**config.mk**
```make
export PLATFORM = sky130hd
export DESIGN_NAME = mult_div_seq
export DESIGN_NICKNAME = d
export VERILOG_FILES = /design/src/rtl/mult_div_seq.sv
export SDC_FILE = /design/constraint.sdc
export NUM_CORES = 1
export LEC_CHECK = 0
export BUFFER_PORTS_ARGS = -buffer_cell sky130_fd_sc_hd__buf_2
export CORE_MARGIN = 2
export CORE_UTILIZATION = 40
export DETAILED_ROUTE_END_ITERATION = 8
export GPL_ROUTABILITY_DRIVEN = 0
export HOLD_SLACK_MARGIN = 0.08
export PLACE_DENSITY = 0.58
export SYNTH_ARGS = -nofsm -noshare
export SYNTH_HDL_FRONTEND = slang
export SYNTH_SLANG_ARGS = --single-unit
```
**constraint.sdc**
```tcl
create_clock -name clk -period 5.7 [get_ports clk]
set_input_delay 1.425 -clock clk [delete_from_list [all_inputs] [get_ports clk]]
set_output_delay 1.425 -clock clk [all_outputs]
set_load 0.005 [all_outputs]
```
**src/rtl/mult_div_seq.sv**
```systemverilog
// Sequential signed 32x32 multiply (radix-2 Booth) and signed divide (restoring).
// One iteration per clock; hi/lo are updated only when the result is presented.
module mult_div_seq (
    input  logic        clk,
    input  logic        reset,
    input  logic        start,
    input  logic        op,
    input  logic [31:0] a,
    input  logic [31:0] b,
    output logic        busy,
    output logic        done,
    output logic        div_zero,
    output logic [31:0] hi,
    output logic [31:0] lo
);

    localparam logic [2:0] S_IDLE = 3'd0;
    localparam logic [2:0] S_MULT = 3'd1;
    localparam logic [2:0] S_DIV  = 3'd2;
    localparam logic [2:0] S_FIX  = 3'd3;
    localparam logic [2:0] S_DONE = 3'd4;

    logic [2:0]  r_state;
    logic [5:0]  r_cnt;
    logic [32:0] r_acc;
    logic [31:0] r_q;
    logic        r_q1;
    logic [32:0] r_m;
    logic        r_neg_q;
    logic        r_neg_r;
    logic [31:0] r_hi;
    logic [31:0] r_lo;
    logic        r_div_zero;

    logic [32:0] w_booth_sum;
    logic [32:0] w_booth_acc;
    logic [31:0] w_booth_q;
    logic [32:0] w_rem_sh;
    logic [32:0] w_diff;
    logic [32:0] w_div_acc;
    logic [31:0] w_div_q;
    logic [31:0] w_abs_a;
    logic [31:0] w_abs_b;
    logic [31:0] w_quo_fix;
    logic [31:0] w_rem_fix;
    logic        w_last;

    // Accumulator carries one guard bit so acc - M cannot overflow when M = -2^31.
    always_comb begin
        w_booth_sum = r_acc;
        case ({r_q[0], r_q1})
            2'b01:   w_booth_sum = r_acc + r_m;
            2'b10:   w_booth_sum = r_acc - r_m;
            default: w_booth_sum = r_acc;
        endcase
        w_booth_acc = {w_booth_sum[32], w_booth_sum[32:1]};
        w_booth_q   = {w_booth_sum[0], r_q[31:1]};
    end

    // Restoring step: partial remainder and divisor are both below 2^32,
    // so bit 32 of the difference is a reliable "went negative" flag.
    always_comb begin
        w_rem_sh  = {r_acc[31:0], r_q[31]};
        w_diff    = w_rem_sh - r_m;
        w_div_acc = w_diff[32] ? w_rem_sh : w_diff;
        w_div_q   = {r_q[30:0], ~w_diff[32]};
    end

    always_comb begin
        w_abs_a   = a[31] ? (~a + 32'd1) : a;
        w_abs_b   = b[31] ? (~b + 32'd1) : b;
        w_quo_fix = r_neg_q ? (~r_q + 32'd1) : r_q;
        w_rem_fix = r_neg_r ? (~r_acc[31:0] + 32'd1) : r_acc[31:0];
        w_last    = (r_cnt == 6'd1);
    end

    always_ff @(posedge clk or negedge reset) begin
        if (!reset) begin
            r_state    <= S_IDLE;
            r_cnt      <= '0;
            r_acc      <= '0;
            r_q        <= '0;
            r_q1       <= 1'b0;
            r_m        <= '0;
            r_neg_q    <= 1'b0;
            r_neg_r    <= 1'b0;
            r_hi       <= '0;
            r_lo       <= '0;
            r_div_zero <= 1'b0;
        end else begin
            r_div_zero <= 1'b0;
            case (r_state)
                S_IDLE: begin
                    if (start) begin
                        if (!op) begin
                            r_state <= S_MULT;
                            r_cnt   <= 6'd32;
                            r_acc   <= '0;
                            r_q     <= a;
                            r_q1    <= 1'b0;
                            r_m     <= {b[31], b};
                        end else if (b == '0) begin
                            r_div_zero <= 1'b1;
                        end else begin
                            r_state <= S_DIV;
                            r_cnt   <= 6'd32;
                            r_acc   <= '0;
                            r_q     <= w_abs_a;
                            r_q1    <= 1'b0;
                            r_m     <= {1'b0, w_abs_b};
                            r_neg_q <= a[31] ^ b[31];
                            r_neg_r <= a[31];
                        end
                    end
                end
                S_MULT: begin
                    r_acc <= w_booth_acc;
                    r_q   <= w_booth_q;
                    r_q1  <= r_q[0];
                    r_cnt <= r_cnt - 6'd1;
                    if (w_last) begin
                        r_hi    <= w_booth_acc[31:0];
                        r_lo    <= w_booth_q;
                        r_state <= S_DONE;
                    end
                end
                S_DIV: begin
                    r_acc <= w_div_acc;
                    r_q   <= w_div_q;
                    r_cnt <= r_cnt - 6'd1;
                    if (w_last) begin
                        r_state <= S_FIX;
                    end
                end
                S_FIX: begin
                    r_hi    <= w_rem_fix;
                    r_lo    <= w_quo_fix;
                    r_state <= S_DONE;
                end
                S_DONE: begin
                    r_state <= S_IDLE;
                end
                default: begin
                    r_state <= S_IDLE;
                end
            endcase
        end
    end

    always_comb begin
        busy     = (r_state != S_IDLE);
        done     = (r_state == S_DONE);
        div_zero = r_div_zero;
        hi       = r_hi;
        lo       = r_lo;
    end

endmodule

```
# ---- Yosys cells after proc, flatten, opt, wreduce, memory -nomap -nowiden
# Cells that the tools add are included.
dict set report word_totals {
  inputBits 68
  wordCells 91
  output_inout_bits 67
  register_bits 175
}
dict set report op_classes {
  n_eq_ne 12
  reduce_logical 15
  addsub 8
  mux 38
  bitwise_logic 7
}
# cell count
set ops {}
lappend ops {{32-bit two-way mux} 9}
lappend ops {{33-bit two-way mux} 6}
lappend ops {{32-bit by 1-bit adder with 32-bit output (second input constant)} 4}
lappend ops {{32-bit inverter} 4}
lappend ops {{32-bit one-hot mux with 2 select lines} 2}
lappend ops {{33-bit one-hot mux with 3 select lines} 1}
lappend ops {{32-bit one-hot mux with 3 select lines} 1}
lappend ops {{33-bit one-hot mux with 2 select lines} 1}
lappend ops {{33-bit subtractor} 2}
lappend ops {{33-bit adder} 1}
lappend ops {{32-bit zero test} 1}
lappend ops {{6-bit two-way mux} 3}
lappend ops {{3-bit two-way mux} 5}
lappend ops {{3-bit one-hot mux with 4 select lines} 1}
lappend ops {{6-bit one-hot mux with 2 select lines} 1}
lappend ops {{3-bit AND reduction} 4}
lappend ops {{2-bit inequality test (second input constant)} 4}
lappend ops {{4-bit AND reduction} 2}
lappend ops {{1-bit two-way mux} 7}
lappend ops {{3-bit by 2-bit equality test with 1-bit output (second input constant)} 2}
lappend ops {{6-bit by 1-bit equality test with 1-bit output (second input constant)} 1}
lappend ops {{2-bit nonzero test} 3}
lappend ops {{3-bit nonzero test} 2}
lappend ops {{6-bit by 1-bit subtractor with 6-bit output (second input constant)} 1}
lappend ops {{other kinds (11)} 12}

# ---- Longest topological paths before layout
dict set report logic_depth {
  depth_word 7
  mapped_depth 18
  depth_no_buf 17
}

# ---- Worst setup path before layout
# Ideal clock, no wire load.
dict set report synth_timing {
  path_type {reg2reg}
  startpoint {register r_m[6]}
  endpoint {register r_acc[31]}
  required_time_ns 5.576
  stages_incl_launch_ff 19
  setup_slack_ns 1.564
  setup_time_ns 0.124
  arrival_time_ns 4.012
  synth_period_minus_slack_ns 4.136
  path_cell_list {dfrtp_1 nor4_1 nand2_1 nor3b_1 and3_1 and2_1 a21oi_1 xnor2_1 ha_1 clkbuf_1 nand2_1 o21ai_0 inv_1 nand3_1 o21ai_0 o311ai_0 xor2_1 o211a_1 a211o_1}
}
dict set report synth_via {
  elab_chain_cells 3
}
# item line_no
set synth_rtl {}
lappend synth_rtl {{from (decl)} 28} ;# logic [32:0] r_m;
lappend synth_rtl {{from (signal assigned)} 101} ;# r_m <= {b[31], b};
lappend synth_rtl {{from (signal assigned)} 110} ;# r_m <= {1'b0, w_abs_b};
lappend synth_rtl {{33-bit subtractor (tied with other cells)} 53} ;# 2'b10: w_booth_sum = r_acc - r_m;
lappend synth_rtl {{33-bit one-hot mux with 2 select lines or 33-bit two-way mux (tied branches)} {51, 65}}
lappend synth_rtl {{33-bit one-hot mux with 3 select lines (*)} 92} ;# case (r_state)
lappend synth_rtl {{to (signal assigned)} 117} ;# r_acc <= w_booth_acc;
lappend synth_rtl {{to (signal assigned)} 128} ;# r_acc <= w_div_acc;
lappend synth_rtl {{to (decl)} 25} ;# logic [32:0] r_acc;
# Every way passes the cells marked *; elsewhere a longest branch is shown, timed or not.
# A chain may end at the register's enable or synchronous reset.

# ---- Worst setup path in the final report
# Ends and elaborated chain as after synthesis.

==> summary.md <==
| Metric | Value |
|---|---|
| Outcome | `finished clean` |
| Dpl hpwl | `36.1 mm` |
| DIE AREA | `38900 µm²` |
| Vias in the first global route | `~13000` |
| Sequential element share of the synthesized area | `~29%` |
| Final net count | `2102` |
| YS warnings | `0` |
| Global-route wire length before repair | `74.3 mm` |
| Max-cap violations | `0` |
| Post-synth net total | `2045` |
| Highest routed layer | `met4` |
| Remaining DRCs | `0` |
| CTS tree | `built` |
| Sw Pwr | `roughly 6.5 mW` |
| Post-CTS resize count | `0` |
| WP data required | `just over 6 ns` |
| Multi-input gate area | `9870 µm²` |
| Layout cells sized above 1 | `11.1%` |
| Setup crit end kind | `flop` |
| Max-slew violation count | `0` |
| Largest net degree at the start of global routing | `96` |
| Initial Util | `approximately 41%` |
| Max Fclk | `200 MHz` |
| Drt first pass iters | `6` |
| Period utilization | `87.7%` |
| Reg2reg end | `r_acc[31]$_DFFE_PN0P_` |
| FFs w/ async S/R, synth | `100%` |
| Logic pwr share | `roughly 68%` |
| TNS Setup | `0 ns` |
| Flop pwr share | `21.9%` |
| Crit path DAT | `5.34 ns` |
| Grt total ovfl | `0` |
| Max_slew headroom | `29.4%` |
| Total GRT Usage | `between 20% and 30%` |
| Final antenna-violating net count | `0` |
| Routed wl met3 | `2.53 mm` |
| PortBufs | `between 100 and 150` |
| Root buffer cell | `clkbuf_16` |
| Min Tclk post-route | `about 5 ns` |
| Worst R2R Setup Slack | `0.70 ns` |
| Number of synthesized flops with an enable pin | `0` |
| M1 WL | `22.7 mm` |
| Clock sink count | `175` |
| Setup Viol. Count Final | `0` |
| WS Path Type | `reg2reg` |
| Avg Cell Area, Syn | `7.85 µm²` |
| Wire length per cell | `19.4 µm` |
| Filler Cells Inserted | `approximately 3700` |
| ANT cells | `0` |
| PD cells | `~740 nW/µm²` |
| Die H | `197 µm` |
| P_leak | `7.06 nW` |
| Via density | `slightly below 6` |
| IO Count | `135` |
| H-tree depth | `4` |
| Clock network fraction of total power | `between 10% and 20%` |
| Internal power | `5.84 mW` |
| Reg-to-Reg Start | `r_m[6]$_DFFE_PN0P_` |
| Flops & latches, synth | `175` |
| Core footprint | `36700 µm²` |
| # rows | `70` |
| Switching portion of total power | `between 50% and 60%` |
| Hold Buf Count CTS | `0` |
| 1st-iter DRT viols | `1165` |
| Path depth of the worst reg2reg path | `15` |
| Distinct cell type count after synthesis | `79` |
| Post-Syn Area | `approximately 15000 µm²` |
| Final-report hold violation count | `0` |
| Clock insertion delay at the later pin of the skew report | `0.46 ns` |
| RSZ-0062 raised after global routing | `false` |
| Synth Instances | `1903` |
| Antenna violations before repair | `0` |
| Metal2 WL | `21.0 mm` |
| Worst-Margin Slew | `1.06 ns` |
| Inserted Clock Buffers | `17` |
| Total number of vias | `14297` |
| Die Width | `197 µm` |
| Post-CTS Setup Bufs | `0` |
| Worst Path Max Fanout | `6` |
| Worst ir drop on vdd | `324 µV` |
| FF/Latch Area | `around 4400 µm²` |
| Power consumption | `around 12 mW` |
| Nature of the critical path startpoint | `flop` |
| Area growth, synth to finish | `10.9%` |
| Longest Clk Path Bufs | `2` |
| Worst clock skew | `0.0158 ns` |
| Hold EP | `lo[8]$_DFFE_PN0P_` |
| Synth Flop Type | `dfrtp_1` |
| Final WL | `between 40 and 50 mm` |
| Clock-pin slew on the worst setup and hold paths | `0.08 ns` |
| Min-delay src | `lo[8]$_DFFE_PN0P_` |
| Hold Path Depth | `2` |
| Hold crit path type | `reg2reg` |
[power groups by stage]
stage                     Clock, mW  Sequential, mW  Combinational (mW)
after floorplan                   0            2.30                6.36
after global placement            0            2.68                8.13
after detailed placement          0            2.70                8.23
after CTS                      1.27            2.67                8.26
after global routing           1.31            2.78                9.26
final                          1.25            2.69                8.35
[cell type report]
cell class / count / area share [%]
Timing Repair Buffer: 155 / 5.26
Clock buffer: 19 / 2.67
Multi-Input combinational cell: 1544 / 59.6
Sequential cell: 175 / 26.4
Tap cell: 468 / 3.53
Clock inverter: 13 / 0.997
Inverter: 67 / 1.52
[how the worst max path moves through the flow]
stage                     cells past startpoint                     to                from
final                                        15  r_acc[31]$_DFFE_PN0P_  r_m[6]$_DFFE_PN0P_
after detailed placement                     15  r_acc[32]$_DFFE_PN0P_  r_m[5]$_DFFE_PN0P_
after global placement                       15  r_acc[31]$_DFFE_PN0P_  r_m[5]$_DFFE_PN0P_
after floorplan                              18  r_acc[31]$_DFFE_PN0P_  r_m[6]$_DFFE_PN0P_
after CTS                                    15  r_acc[32]$_DFFE_PN0P_  r_m[6]$_DFFE_PN0P_
after global routing                         15  r_acc[32]$_DFFE_PN0P_  r_m[5]$_DFFE_PN0P_
[worst max-delay path, cell delays in order (launching register included)]
cell       delay (ns)
dfrtp_1          0.41
nor4_1           0.40
nand2_1          0.17
or3_1            0.43
nor3_1           0.35
a31oi_1          0.17
xnor2_1          0.25
ha_1             0.35
a21oi_1          0.18
nor2_1           0.05
a211o_1          0.28
a2111oi_0        0.80
o311ai_0         0.31
xor2_1           0.22
o211a_1          0.25
a211o_1          0.26
[synthesized netlist by cell type (11+ instances only)]
master    count  area share, %
a211oi_1     11           0.55
a21o_1       19           0.96
a21oi_1     135            4.5
a221oi_1     36            2.1
a22oi_1      24            1.2
a31oi_1      48            2.0
and2_1       13           0.54
buf_2        12           0.40
clkbuf_1     91            2.3
dfrtp_1     175             29
ha_1         72            6.0
inv_1        67            1.7
mux2i_1      27            1.8
nand2_1     238            6.0
nand2b_1     19           0.80
nand3_1      31            1.0
nor2_1      182            4.6
nor2b_1      12           0.50
nor3_1       35            1.2
nor4_1       18           0.75
o211ai_1     14           0.70
o21a_1       11           0.55
o21ai_0     163            5.5
o21ai_1      14           0.47
o22ai_1      12           0.50
o31ai_1      32            1.6
o41ai_1      17            1.0
or3_1        22           0.92
or4_1        13           0.65
xnor2_1     132            7.7
xor2_1       72            4.2
[logic make-up (layout without fill, tap and decap cells)]
logic type / count (synthesis) / in the layout / share of synthesized area (%)
multiplexers: 29 / 29 / 1.96
buffers and inverters: 184 / 254 / 4.88
AND/OR/NAND/NOR: 625 / 625 / 19.3
XOR/XNOR: 204 / 204 / 12.0
adder cells (fa/ha/maj): 74 / 74 / 6.30
AO/OA/AOI/OAI: 612 / 612 / 26.3
flip-flops: 175 / 175 / 29.3
[routing by layer]
| layer | track usage [%] | vias to the layer above |
|---|---|---|
| met5 | 0 | - |
| met4 | 7.94 | 0 |
| met3 | 2.42 | 51 |
| met2 | 38.3 | 450 |
| met1 | 34.7 | 6793 |
| li1 | - | 7003 |
[sequential cells by signal, indices dropped and copies added (netlist names)]
register and flops:
div_zero 1, hi 32, lo 32, r_acc 33
r_cnt 6, r_m 33, r_neg_q 1, r_neg_r 1
r_q 32, r_q1 1, r_state 3
[stage by stage]
| stage | utilization [%] | cells | worst slack, ns | cell area (µm²) | hold slack (ns) |
|---|---|---|---|---|---|
| 6_report | 45.1 | 2441 | 0.702 | 16600 | 0.514 |
| 5_1_grt | 45.1 | 2441 | 0.530 | 16600 | 0.534 |
| 4_1_cts | 45.1 | 2441 | 0.781 | 16600 | 0.518 |
| 3_5_place_dp | 43.5 | 2409 | 0.821 | 16000 | 0.499 |
| 3_3_place_gp | 43.5 | 2409 | 0.891 | 16000 | 0.493 |
| 2_1_floorplan | - | 1903 | 1.56 | 14900 | 0.469 |
[placed cells by master, fill, tap and decap left out, types with 17 or more instances in the layout]
cell type / Yosys / layout
o21ai_0: 163 / 163
nand2b_1: 19 / 19
nor3_1: 35 / 35
nor2_1: 182 / 180
mux2i_1: 27 / 27
nor4_1: 18 / 18
a21oi_1: 135 / 135
buf_2: 12 / 133
o41ai_1: 17 / 17
a21o_1: 19 / 19
ha_1: 72 / 71
a22oi_1: 24 / 24
dfrtp_1: 175 / 175
a31oi_1: 48 / 48
inv_1: 67 / 67
xnor2_1: 132 / 131
xor2_1: 72 / 72
nand2_1: 238 / 236
nand3_1: 31 / 30
buf_4: 4 / 18
clkbuf_16: 0 / 17
a221oi_1: 36 / 36
or3_1: 22 / 22
o31ai_1: 32 / 32
No activity file was read; power rests on OpenSTA's default activity.
